--- config.mk ---
export PLATFORM = sky130hd
export DESIGN_NAME = truth_table_scanner
export DESIGN_NICKNAME = d
export VERILOG_FILES = /design/src/rtl/truth_table_scanner.sv
export SDC_FILE = /design/constraint.sdc
export NUM_CORES = 1
export LEC_CHECK = 0
export ABC_AREA = 1
export CORE_ASPECT_RATIO = 0.6
export CORE_MARGIN = 2
export CORE_UTILIZATION = 52
export DETAILED_ROUTE_END_ITERATION = 8
export HOLD_SLACK_MARGIN = 0.03
export MAX_ROUTING_LAYER = met4
export PLACE_DENSITY = 0.8
export SKIP_LAST_GASP = 1
export SLEW_MARGIN = 40
export SYNTH_ARGS = -nofsm -noshare
export SYNTH_HDL_FRONTEND = slang
export SYNTH_SLANG_ARGS = --single-unit
--- constraint.sdc ---
create_clock -name clk -period 2.4 [get_ports clk]
set_clock_uncertainty 0.1 [all_clocks]
set_input_delay 0.6 -clock clk [delete_from_list [all_inputs] [get_ports clk]]
set_output_delay 0.6 -clock clk [all_outputs]
set_load 0.05 [all_outputs]
--- src/rtl/truth_table_scanner.sv ---
// Truth-table scanner: drives all 16 {a,b} vectors into a 2-bit logic stage,
// lets each settle, captures c into a packed table and compares it against
// the golden table. Reports pass/fail and the first mismatching index.
module truth_table_scanner #(
  parameter int unsigned SETTLE   = 2,
  parameter logic [31:0] EXPECTED = 32'h5A5AF5C0
) (
  input  logic        clk,
  input  logic        rst_n,
  input  logic        start,
  output logic [1:0]  a,
  output logic [1:0]  b,
  input  logic [1:0]  c_in,
  output logic        busy,
  output logic        done,
  output logic [31:0] table_out,
  output logic        pass,
  output logic        fail,
  output logic [3:0]  fail_idx
);

  generate
    if (SETTLE < 1 || SETTLE > 15) begin : g_bad_settle
      $error("truth_table_scanner: SETTLE must be in 1..15");
    end
  endgenerate

  localparam logic [3:0] CNT_INIT = 4'(SETTLE - 1);

  typedef enum logic [1:0] {S_IDLE, S_SETTLE, S_CAPTURE, S_DONE} state_t;

  state_t     state, state_nxt;
  logic [3:0] idx;
  logic [3:0] cnt;
  logic [1:0] exp_c;

  // Operands are the index register itself, so {a,b} is always registered
  // and naturally holds 4'hF after the last vector until the next start.
  assign {a, b} = idx;
  assign exp_c  = EXPECTED[{idx, 1'b0} +: 2];

  // State register
  always_ff @(posedge clk or negedge rst_n) begin
    if (!rst_n) state <= S_IDLE;
    else        state <= state_nxt;
  end

  // Next-state logic: start is only honoured in IDLE
  always_comb begin
    state_nxt = state;
    case (state)
      S_IDLE:    if (start) state_nxt = S_SETTLE;
      S_SETTLE:  if (cnt == 4'd0) state_nxt = S_CAPTURE;
      S_CAPTURE: state_nxt = (idx == 4'hF) ? S_DONE : S_SETTLE;
      S_DONE:    state_nxt = S_IDLE;
      default:   state_nxt = S_IDLE;
    endcase
  end

  // Moore outputs
  always_comb begin
    busy = (state == S_SETTLE) || (state == S_CAPTURE);
    done = (state == S_DONE);
  end

  // Datapath: vector index, settle counter, captured table and verdict
  always_ff @(posedge clk or negedge rst_n) begin
    if (!rst_n) begin
      idx       <= '0;
      cnt       <= '0;
      table_out <= '0;
      pass      <= 1'b0;
      fail      <= 1'b0;
      fail_idx  <= '0;
    end else begin
      case (state)
        S_IDLE: begin
          if (start) begin
            table_out <= '0;
            pass      <= 1'b0;
            fail      <= 1'b0;
            fail_idx  <= '0;
            idx       <= '0;
            cnt       <= CNT_INIT;
          end
        end
        S_SETTLE: begin
          if (cnt != 4'd0) cnt <= cnt - 4'd1;
        end
        S_CAPTURE: begin
          table_out[{idx, 1'b0} +: 2] <= c_in;
          // only the first mismatch is latched
          if (c_in != exp_c && !fail) begin
            fail     <= 1'b1;
            fail_idx <= idx;
          end
          if (idx == 4'hF) begin
            // last entry is still in flight, so splice it in for the compare
            pass <= ({c_in, table_out[29:0]} == EXPECTED);
          end else begin
            idx <= idx + 4'd1;
            cnt <= CNT_INIT;
          end
        end
        default: ;
      endcase
    end
  end

endmodule

==> insert_results.sql <==
INSERT INTO impl_metrics (metric_group, metric, value, unit) VALUES
('die', 'area_of_the_die', '5692', 'µm²'),
('logic_synthesis', 'avgSynthCellArea', '8.015', 'µm²'),
('setup_path', 'critPathLaunch', 'table_out[2]', ''),
('clock_tree', 'numCtsBuffers', '5', ''),
('timing', 'worst_slew_pin_slew', '0.6004', 'ns'),
('timing', 'final_setup_violation_count', '0', ''),
('power', 'power.density', '1131', 'nW/µm²'),
('global_route', 'antenna_violations_before_repair', '0', ''),
('outcome', 'run_status', 'completed', ''),
('route', 'routed_wl', '6791', 'µm'),
('die', 'start_util', '53.12', '%'),
('timing', 'highest_achievable_clock_rate', '445.3', 'MHz'),
('layout', 'insertedDiodeCount', '0', ''),
('setup_path', 'path_buf_inv', '1', ''),
('setup_path', 'rr_worst_depth', '10', ''),
('setup_path', 'worst_path_dominant_cell_family', 'buffers and inverters', ''),
('min_path', 'min-delay-path-class', 'primary input to asynchronous set/reset pin', ''),
('die', 'die-height', '59.25', 'µm'),
('clock_tree', 'clock_insertion_delay_worst_skew', '0.31', 'ns'),
('clock_tree', 'post_cts_buffers', '0', ''),
('layout', 'drive_gt1_share', '10.62', '%'),
('timing', 'layout_min_cycle_time', '2.245', 'ns'),
('logic_synthesis', 'sequential_fraction_of_the_synthesis_area', '45.41', '%'),
('timing', 'post-route-period-util', '93.56', '%'),
('timing', 'final-hold-violation-count', '0', ''),
('die', 'fp.coreArea', '4980', 'µm²'),
('layout', 'final_nets', '402', ''),
('setup_path', 'crit_path_max_incr_delay', '0.82', 'ns'),
('layout', 'synthToLayoutAreaGrowth', '25.54', '%'),
('logic_synthesis', 'syn-num-nets', '347', ''),
('route', 'drt-wirelength-per-cell', '15.02', 'µm'),
('clock_tree', 'cts_buffer_depth', '2', ''),
('layout', 'final_util', '66.68', '%'),
('die', 'rows', '20', ''),
('layout', 'final-seq-area', '1202', 'µm²'),
('clock_tree', 'clk_transition_reported_paths', '0.09', 'ns'),
('placed_design', 'hpwlAfterDp', '5203', 'µm'),
('setup_path', 'crit_end', 'table_out[2]', ''),
('route', 'detail_route.first_pass.iterations', '5', ''),
('power', 'p_leak', '1.529', 'nW'),
('layout', 'most_frequent_standard_cell_in_the_layout_excluding_fill_and_tap_cells', 'sky130_fd_sc_hd__nand2_1', ''),
('global_route', 'globalRouteOverflowTotal', '0', ''),
('setup_path', 'crit_path_start_kind', 'flip-flop', ''),
('layout', 'multi_input_comb_area', '1226', 'µm²'),
('power', 'total_power', '3.754', 'mW'),
('setup_path', 'cp.arrival', '1.55', 'ns'),
('die', 'num_io_pins', '49', ''),
('logic_synthesis', 'netlist_area_before_placement', '2645', 'µm²'),
('layout', 'mostFrequentLayoutCells', 'sky130_fd_sc_hd__nand2_1 (73), sky130_fd_sc_hd__nand3_1 (56), sky130_fd_sc_hd__dfrtp_1 (47)', ''),
('global_route', 'maximum_number_of_pins_on_one_net_before_global_route_repair', '49', ''),
('job', 'max_cap_viol_count', '0', ''),
('clock_tree', 'buffer_type_at_the_clock_tree_root', 'sky130_fd_sc_hd__clkbuf_8', ''),
('placed_design', 'gp_routability_congestion', '0.9538', ''),
('layout', 'n_fill_cell', '422', ''),
('logic_synthesis', 'yosys.cell_types.count', '26', ''),
('logic_synthesis', 'synth-warning-count', '0', ''),
('global_route', 'grt_first_pass_wirelength', '11430', 'µm'),
('clock_tree', 'ctsHoldBuffers', '0', ''),
('clock_tree', 'cts_tree', 'yes', ''),
('clock_tree', 'number_of_levels_in_the_clock_h_tree', '2', ''),
('setup_path', 'crit_cells', '1', ''),
('setup_path', 'timing.critical_path.required', '1.70', 'ns'),
('die', 'chipWidth', '96.08', 'µm'),
('setup_path', 'critical_path.max_fanout', '3', ''),
('setup_path', 'timing.critical_path.cells', 'clkdlybuf4s50_1', ''),
('timing', 'grt_setup_unrepaired', 'false', ''),
('power', 'irDropWorstVdd', '0.7005', 'mV'),
('logic_synthesis', 'synthCells', '330', ''),
('timing', 'max_slew_margin', '59.97', '%'),
('global_route', 'track_usage', '27.52', '%'),
('clock_tree', 'clock-sinks', '48', '');
sequential cells by signal, summed over array words and instances, names as in the netlist:
| signal | count |
|---|---|
| fail_idx | 4 |
| idx | 4 |
| cnt | 4 |
| pass | 1 |
| state | 2 |
| table_out | 32 |
| fail | 1 |
worst reg2reg max path, stage by stage (launching register included):
cell                      delay, ns
sky130_fd_sc_hd__dfrtp_2       0.47
sky130_fd_sc_hd__inv_2         0.11
sky130_fd_sc_hd__ha_1          0.22
sky130_fd_sc_hd__inv_1         0.06
sky130_fd_sc_hd__nand2_1       0.04
sky130_fd_sc_hd__nand2_1       0.23
sky130_fd_sc_hd__nand2_1       0.21
sky130_fd_sc_hd__nor2_1        0.17
sky130_fd_sc_hd__nand2_1       0.07
sky130_fd_sc_hd__a21oi_1       0.22
sky130_fd_sc_hd__o22ai_1       0.12
worst min path at each step:
stage / to / slack, ns / cells past startpoint / start
finish: state[1] / 0.28 / 2 / rst_n
global placement: fail_idx[0] / 0.36 / 2 / fail_idx[0]
global route: idx[0] / 0.33 / 2 / rst_n
CTS: state[1] / 0.30 / 2 / rst_n
floorplan: cnt[0] / 0.20 / 0 / rst_n
detailed placement: pass / 0.37 / 2 / pass
kinds of logic (layout without fill, tap and decap cells):
group / Yosys count / in the layout / share of synthesized area (%)
and+or+nand+nor: 174 / 174 / 31.03
buffers and inverters: 52 / 108 / 8.231
DFF: 48 / 48 / 45.41
AOI/OAI and AO/OA: 41 / 41 / 8.656
adders and majority gates: 12 / 12 / 5.676
xor gates and xnor gates: 3 / 3 / 0.9936
per-layer routing:
metal | global-route usage [%] | share of wire [%] | vias up
li1 | - | - | 1218
met1 | 44.14 | 52 | 1154
met2 | 35.52 | 39 | 109
met3 | 5.216 | 8.5 | 3
met4 | 5.714 | 0.53 | 0
met5 | - | 0 | -
through the flow:
stage	setup WS (ns)	instance area, µm²	instances
after floorplan	0.2721	2645	330
after global placement	0.1020	3216	444
after detailed placement	0.03463	3216	444
after CTS	0.007331	3312	452
after global routing	0.1016	3321	452
final	0.1546	3321	452
synthesized netlist by cell type:
master	n	area, µm²
sky130_fd_sc_hd__nand4_2	1	12.51
sky130_fd_sc_hd__o22ai_1	14	87.58
sky130_fd_sc_hd__ha_1	12	150.1
sky130_fd_sc_hd__nand2_1	73	274.0
sky130_fd_sc_hd__inv_1	37	138.9
sky130_fd_sc_hd__buf_2	6	30.03
sky130_fd_sc_hd__dfrtp_1	48	1201
sky130_fd_sc_hd__nor2_1	18	67.56
sky130_fd_sc_hd__nand2_2	1	6.260
sky130_fd_sc_hd__nand3b_2	1	11.26
sky130_fd_sc_hd__o21ai_2	1	8.760
sky130_fd_sc_hd__nand4_1	2	12.51
sky130_fd_sc_hd__nand3_1	56	280.3
sky130_fd_sc_hd__o31ai_1	1	7.510
sky130_fd_sc_hd__o21ai_1	17	85.08
sky130_fd_sc_hd__nand3_2	1	10.01
sky130_fd_sc_hd__xor2_1	3	26.28
sky130_fd_sc_hd__nor3_1	10	50.05
sky130_fd_sc_hd__buf_6	2	22.52
sky130_fd_sc_hd__nor3_2	6	60.06
sky130_fd_sc_hd__nand2_4	1	11.26
sky130_fd_sc_hd__o21ai_0	5	25.02
sky130_fd_sc_hd__nor2_2	1	6.260
sky130_fd_sc_hd__inv_2	7	26.28
sky130_fd_sc_hd__a21oi_1	3	15.01
sky130_fd_sc_hd__nor4_1	3	18.77
power by group:
group	leakage, nW	switching [mW]	total (mW)	internal [mW]
Sequential	0.656	0.106	1.03	0.923
Clock	0.0516	0.282	0.518	0.236
Combinational	0.822	1.58	2.21	0.629
Total	1.53	1.97	3.75	1.79
final cells by class:
cell class | count | share of cell area, %
multi-input combinational | 230 | 36.93
sequential | 48 | 36.21
timing repair buffer | 56 | 16.43
inverter | 44 | 5.049
clock buffer | 6 | 2.487
tap | 66 | 2.487
clock inverter | 2 | 0.4145
Power figures use the tool's default switching activity.
